===== src/rtl/register_seq.sv =====
// register_seq: chunks load/shift/rotate commands onto the shift register; REGISTER_SEQ_STAT_EN adds stat_cnt/stat_busy_cycles
module register_seq #(
    parameter int MAX_STEP  = 15,
    parameter int HOLD_CODE = 4
) (
    input  logic        clk,
    input  logic        res,
    input  logic        cmd_valid,
    output logic        cmd_ready,
    input  logic [1:0]  cmd_op,
    input  logic [15:0] cmd_data,
    input  logic [4:0]  cmd_amt,
    output logic        rsp_valid,
    input  logic        rsp_ready,
    output logic [15:0] rsp_data,
    output logic [2:0]  reg_set,
    output logic [3:0]  reg_M,
    output logic [15:0] reg_D,
    input  logic [15:0] reg_Q
`ifdef REGISTER_SEQ_STAT_EN
    ,
    output logic [15:0] stat_cnt,
    output logic [15:0] stat_busy_cycles
`endif
);
    localparam logic [2:0] HOLD = 3'(HOLD_CODE);
    localparam logic [3:0] STEP = 4'(MAX_STEP);
    typedef enum logic [1:0] {IDLE, ISSUE, RESP} state_t;
    state_t state, state_nxt;
    logic [1:0] op;
    logic [15:0] data;
    logic [4:0] rem;
    logic [4:0] amt_in;
    logic [3:0] step;
    logic take;
    logic done;
    assign take = cmd_valid && state == IDLE;
    assign amt_in = cmd_op == 2'd3 ? {1'b0, cmd_amt[3:0]} : cmd_amt;
    assign step = rem > {1'b0, STEP} ? STEP : rem[3:0];
    assign done = rsp_valid && rsp_ready;
    always_ff @(posedge clk)
        if (!res) state <= IDLE;
        else state <= state_nxt;
    always_comb begin
        state_nxt = state;
        cmd_ready = 1'b0;
        reg_set = HOLD;
        reg_M = '0;
        reg_D = '0;
        case (state)
            IDLE: begin
                cmd_ready = 1'b1;
                if (take) state_nxt = (cmd_op != 2'd0 && amt_in == 5'd0) ? RESP : ISSUE;
            end
            ISSUE: begin
                reg_set = {1'b0, op};
                reg_M = op == 2'd0 ? 4'd0 : step;
                reg_D = op == 2'd0 ? data : 16'd0;
                if (op == 2'd0 || rem == {1'b0, step}) state_nxt = RESP;
            end
            RESP: if (done) state_nxt = IDLE;
            default: state_nxt = IDLE;
        endcase
    end
    // rsp_valid low in RESP marks the capture cycle: reg_Q is valid one cycle after the last issue
    always_ff @(posedge clk)
        if (!res) begin
            op <= '0;
            data <= '0;
            rem <= '0;
            rsp_valid <= 1'b0;
            rsp_data <= '0;
        end else begin
            if (take) begin
                op <= cmd_op;
                data <= cmd_data;
                rem <= amt_in;
            end
            if (state == ISSUE && op != 2'd0) rem <= rem - {1'b0, step};
            if (state == RESP && !rsp_valid) begin
                rsp_valid <= 1'b1;
                rsp_data <= reg_Q;
            end
            if (done) rsp_valid <= 1'b0;
        end
`ifdef REGISTER_SEQ_STAT_EN
    always_ff @(posedge clk)
        if (!res) begin
            stat_cnt <= '0;
            stat_busy_cycles <= '0;
        end else begin
            if (done) stat_cnt <= stat_cnt + 16'd1;
            if (state == ISSUE && stat_busy_cycles != 16'hFFFF) stat_busy_cycles <= stat_busy_cycles + 16'd1;
        end
`endif
endmodule


===== config.mk =====
export PLATFORM = sky130hd
export DESIGN_NAME = register_seq
export DESIGN_NICKNAME = d
export VERILOG_FILES = /design/src/rtl/register_seq.sv
export SDC_FILE = /design/constraint.sdc
export NUM_CORES = 1
export LEC_CHECK = 0
export BUFFER_PORTS_ARGS = -buffer_cell sky130_fd_sc_hd__clkbuf_2
export CORE_ASPECT_RATIO = 1.75
export CORE_MARGIN = 5
export CORE_UTILIZATION = 35
export DETAILED_ROUTE_END_ITERATION = 8
export GPL_ROUTABILITY_DRIVEN = 0
export PLACE_DENSITY = 0.64
export SLEW_MARGIN = 20
export SYNTH_ARGS = -nofsm -noshare
export SYNTH_HDL_FRONTEND = slang
export SYNTH_SLANG_ARGS = --single-unit

===== constraint.sdc =====
create_clock -name clk -period 2.5 [get_ports clk]
set_clock_uncertainty 0.05 [all_clocks]
set_input_delay 0.5 -clock clk [delete_from_list [all_inputs] [get_ports clk]]
set_output_delay 0.5 -clock clk [all_outputs]
set_load 0.05 [all_outputs]

==> reports/qor.yml <==
peakVddDrop_uv: 369.0
yosysWarnings: 0
setup_viol: 0
drtIter0Drc: 43
synth_nets: 287
crit_type: "flip-flop to output pin"
die_y_um: 107.9
worst_slew_pin_slew_ns: 0.7890
clk_pin_slew_worst_paths_ns: 0.08
avgSynthCellArea_sq_um: 7.921
first_pass_iters: 4
h-tree-depth: 2
vias: 1854
port_buffers: 83
max_freq_mhz: 467.9
yosys-top-cells-area: "dfxtp_1, nand2_1, a21boi_1"
required_ns: 1.95
hold_buffers: 0
antenna_found_initial: 0
rsz0062_at_grt: "false"
ys.flop_type: "dfxtp_1"
final_area_sq_mm: 0.002479
crit_fanout: 11
cts.sink_count: 42
tns_ns: 0
cts_tree: "built"
ys_types: 30
drive_gt1_frac: 0.3113
synth-seq-cells: 42
p_leak_nw: 1.144
drv_cap: 0
n_antenna_cell: 0
r2r_start: "state[0]"
first_global_vias: 1829
place_hpwl_um: 3654
ctsResizeCount: 0
cts.path.max_buffers: 2
r2r_cells: 4
powerDensity_mw_per_mm2: 633.8
detail-route-antenna-nets: 0
cts_setup_buffers: 0
holdPathEnd: "rsp_data[15]"
via_per_inst: 4.730
cts_buffers: 5
ys_seq_area_frac: 0.4386
nets: 363
start_util: 0.3617
cp-end-kind: "output pin"
clk_latency_ns: 0.29
core-area_sq_mm: 0.005299
grt_max_degree: 44
synth_top_cell_by_area: "dfxtp_1"
setup_slack_ns: 0.3628
cp.arrival_ns: 1.59
syn_inst: 242
reg2reg_to: "rem[3]"
preCtsSetupSlack_ns: 0.6773
synth_area_sq_mm: 0.001917
fin_crit_sh: 0.8549
finalHoldViolations: 0
post_drt_wl_per_cell_um: 12.56
hold_path_class: "input pin to flip-flop"
syn_to_final_growth_pct: 29.31
hp-start: "reg_Q[15]"
grt-ovfl-total: 0
placed_cells: 385
slew_violations: 0
reg2reg_slack_ns: 0.92
placed_cell_area_sq_mm: 0.002366
holdPathStages: 3
fill_cells: 576
status: "finished, final reports clean"
ys_async_sr_fraction: 0
row_count: 35
totalWireLength_um: 4922
synth_top_cell_area_share: 0.4386
cp-start-kind: "flip-flop"
instances_no_fill: 392
die-area_sq_mm: 0.007115
clockRootBuffer: "clkbuf_8"
remaining_drc_errors: 0
track_usage: 0.1450
grt_pass1_wl_um: 8066
io_pins: 84
min_period_ns: 2.137
relSlewSlack: 0.4727
synth_edf_count: 0
die_x_um: 65.94
==> where the power goes <==
part | switching [W] | leakage [nW] | internal (W)
clock network | 0.000220 | 0.0573 | 0.000319
registers | 0.0000271 | 0.343 | 0.000709
logic | 0.000196 | 0.743 | 0.000100
==> logic make-up (layout without fill, tap and decap cells) <==
kind of cell    Yosys count  in the layout  synth area share
simple gates            126            126            0.3029
buf+inv                  18             94           0.04439
fa+ha+maj                 2              2           0.01305
flops                    42             42            0.4386
compound gates           53             53            0.1965
xor+xnor                  1              1          0.004570
==> synthesized netlist by cell type, drive strengths merged (3+ instances only) <==
| cell type | n |
|---|---|
| dfxtp | 42 |
| nand3 | 7 |
| buf | 10 |
| nand2 | 72 |
| nand2b | 6 |
| and3 | 16 |
| clkbuf | 7 |
| nor2b | 3 |
| and2 | 4 |
| o21ai | 7 |
| a21boi | 38 |
| nor2 | 14 |
==> critical path: stages, from the launching register on <==
cell and delay, ns:
dfxtp_1 0.38, nor2b_2 0.18, o21ai_1 0.27, nor2_1 0.18, clkbuf_2 0.29
==> state kept, by name, indices dropped and copies added, names as in the netlist <==
| signal | flops |
|---|---|
| data | 16 |
| op | 2 |
| rem | 5 |
| rsp_data | 16 |
| rsp_valid | 1 |
| state | 2 |
==> area by class of cell <==
class | count | area, sq um | area share
well taps | 74 | 92.59 | 0.03735
clock buffers | 6 | 82.58 | 0.03332
inverters | 1 | 3.754 | 0.001514
clock inverters | 1 | 30.03 | 0.01212
multi-input cells | 182 | 991.0 | 0.3998
flip-flops and latches | 42 | 840.8 | 0.3392
repair buffers | 86 | 437.9 | 0.1767
==> metal layers <==
| layer | GRT usage | wire [um] |
|---|---|---|
| met4 | 0.08285 | 162 |
| met1 | 0.1426 | 1800 |
| met5 | 0 | 0 |
| met2 | 0.2491 | 2486 |
| met3 | 0.06165 | 474 |
==> worst max-delay path by stage <==
stage                        start       end  slack, ns
after detailed placement  state[0]  reg_M[2]       0.68
after floorplan           state[0]  reg_M[0]       0.55
after CTS                 state[0]  reg_M[2]       0.34
after global routing         op[0]  reg_M[2]       0.21
final                     state[0]  reg_M[2]       0.36
after global placement       op[0]  reg_M[3]       0.68
==> cells in the final DEF (no fill, tap or decap) <==
master and n:
nor4_1 1, o21ai_0 4, o21ai_1 3, bufinv_16 1
nand3_1 7, a221oi_1 1, nor2b_2 1, nor2b_1 2
nor4_2 1, a31oi_1 1, a21oi_1 2, a2bb2oi_1 1
and2_1 4, ha_1 2, a21boi_0 9, and3_1 16
or2_1 1, clkbuf_8 6, nand4_1 1, nor2_1 11
o211ai_1 1, nand2b_1 6, nand2_1 72, a22oi_1 2
a21boi_1 29, nor2_2 3, xnor2_1 1, buf_4 3
inv_2 1, clkbuf_2 83, dfxtp_1 42
==> through the flow <==
stage	power (W)	utilization	hold WS, ns
after detailed placement	0.001051	0.4465	0.3920
after global placement	0.001048	0.4465	0.3862
after CTS	0.001598	0.4678	0.3611
final	0.001571	0.4678	0.3686
after floorplan	0.0009611	-	0.3806
after global routing	0.001655	0.4678	0.3579
(Power assumes the default switching activity.)
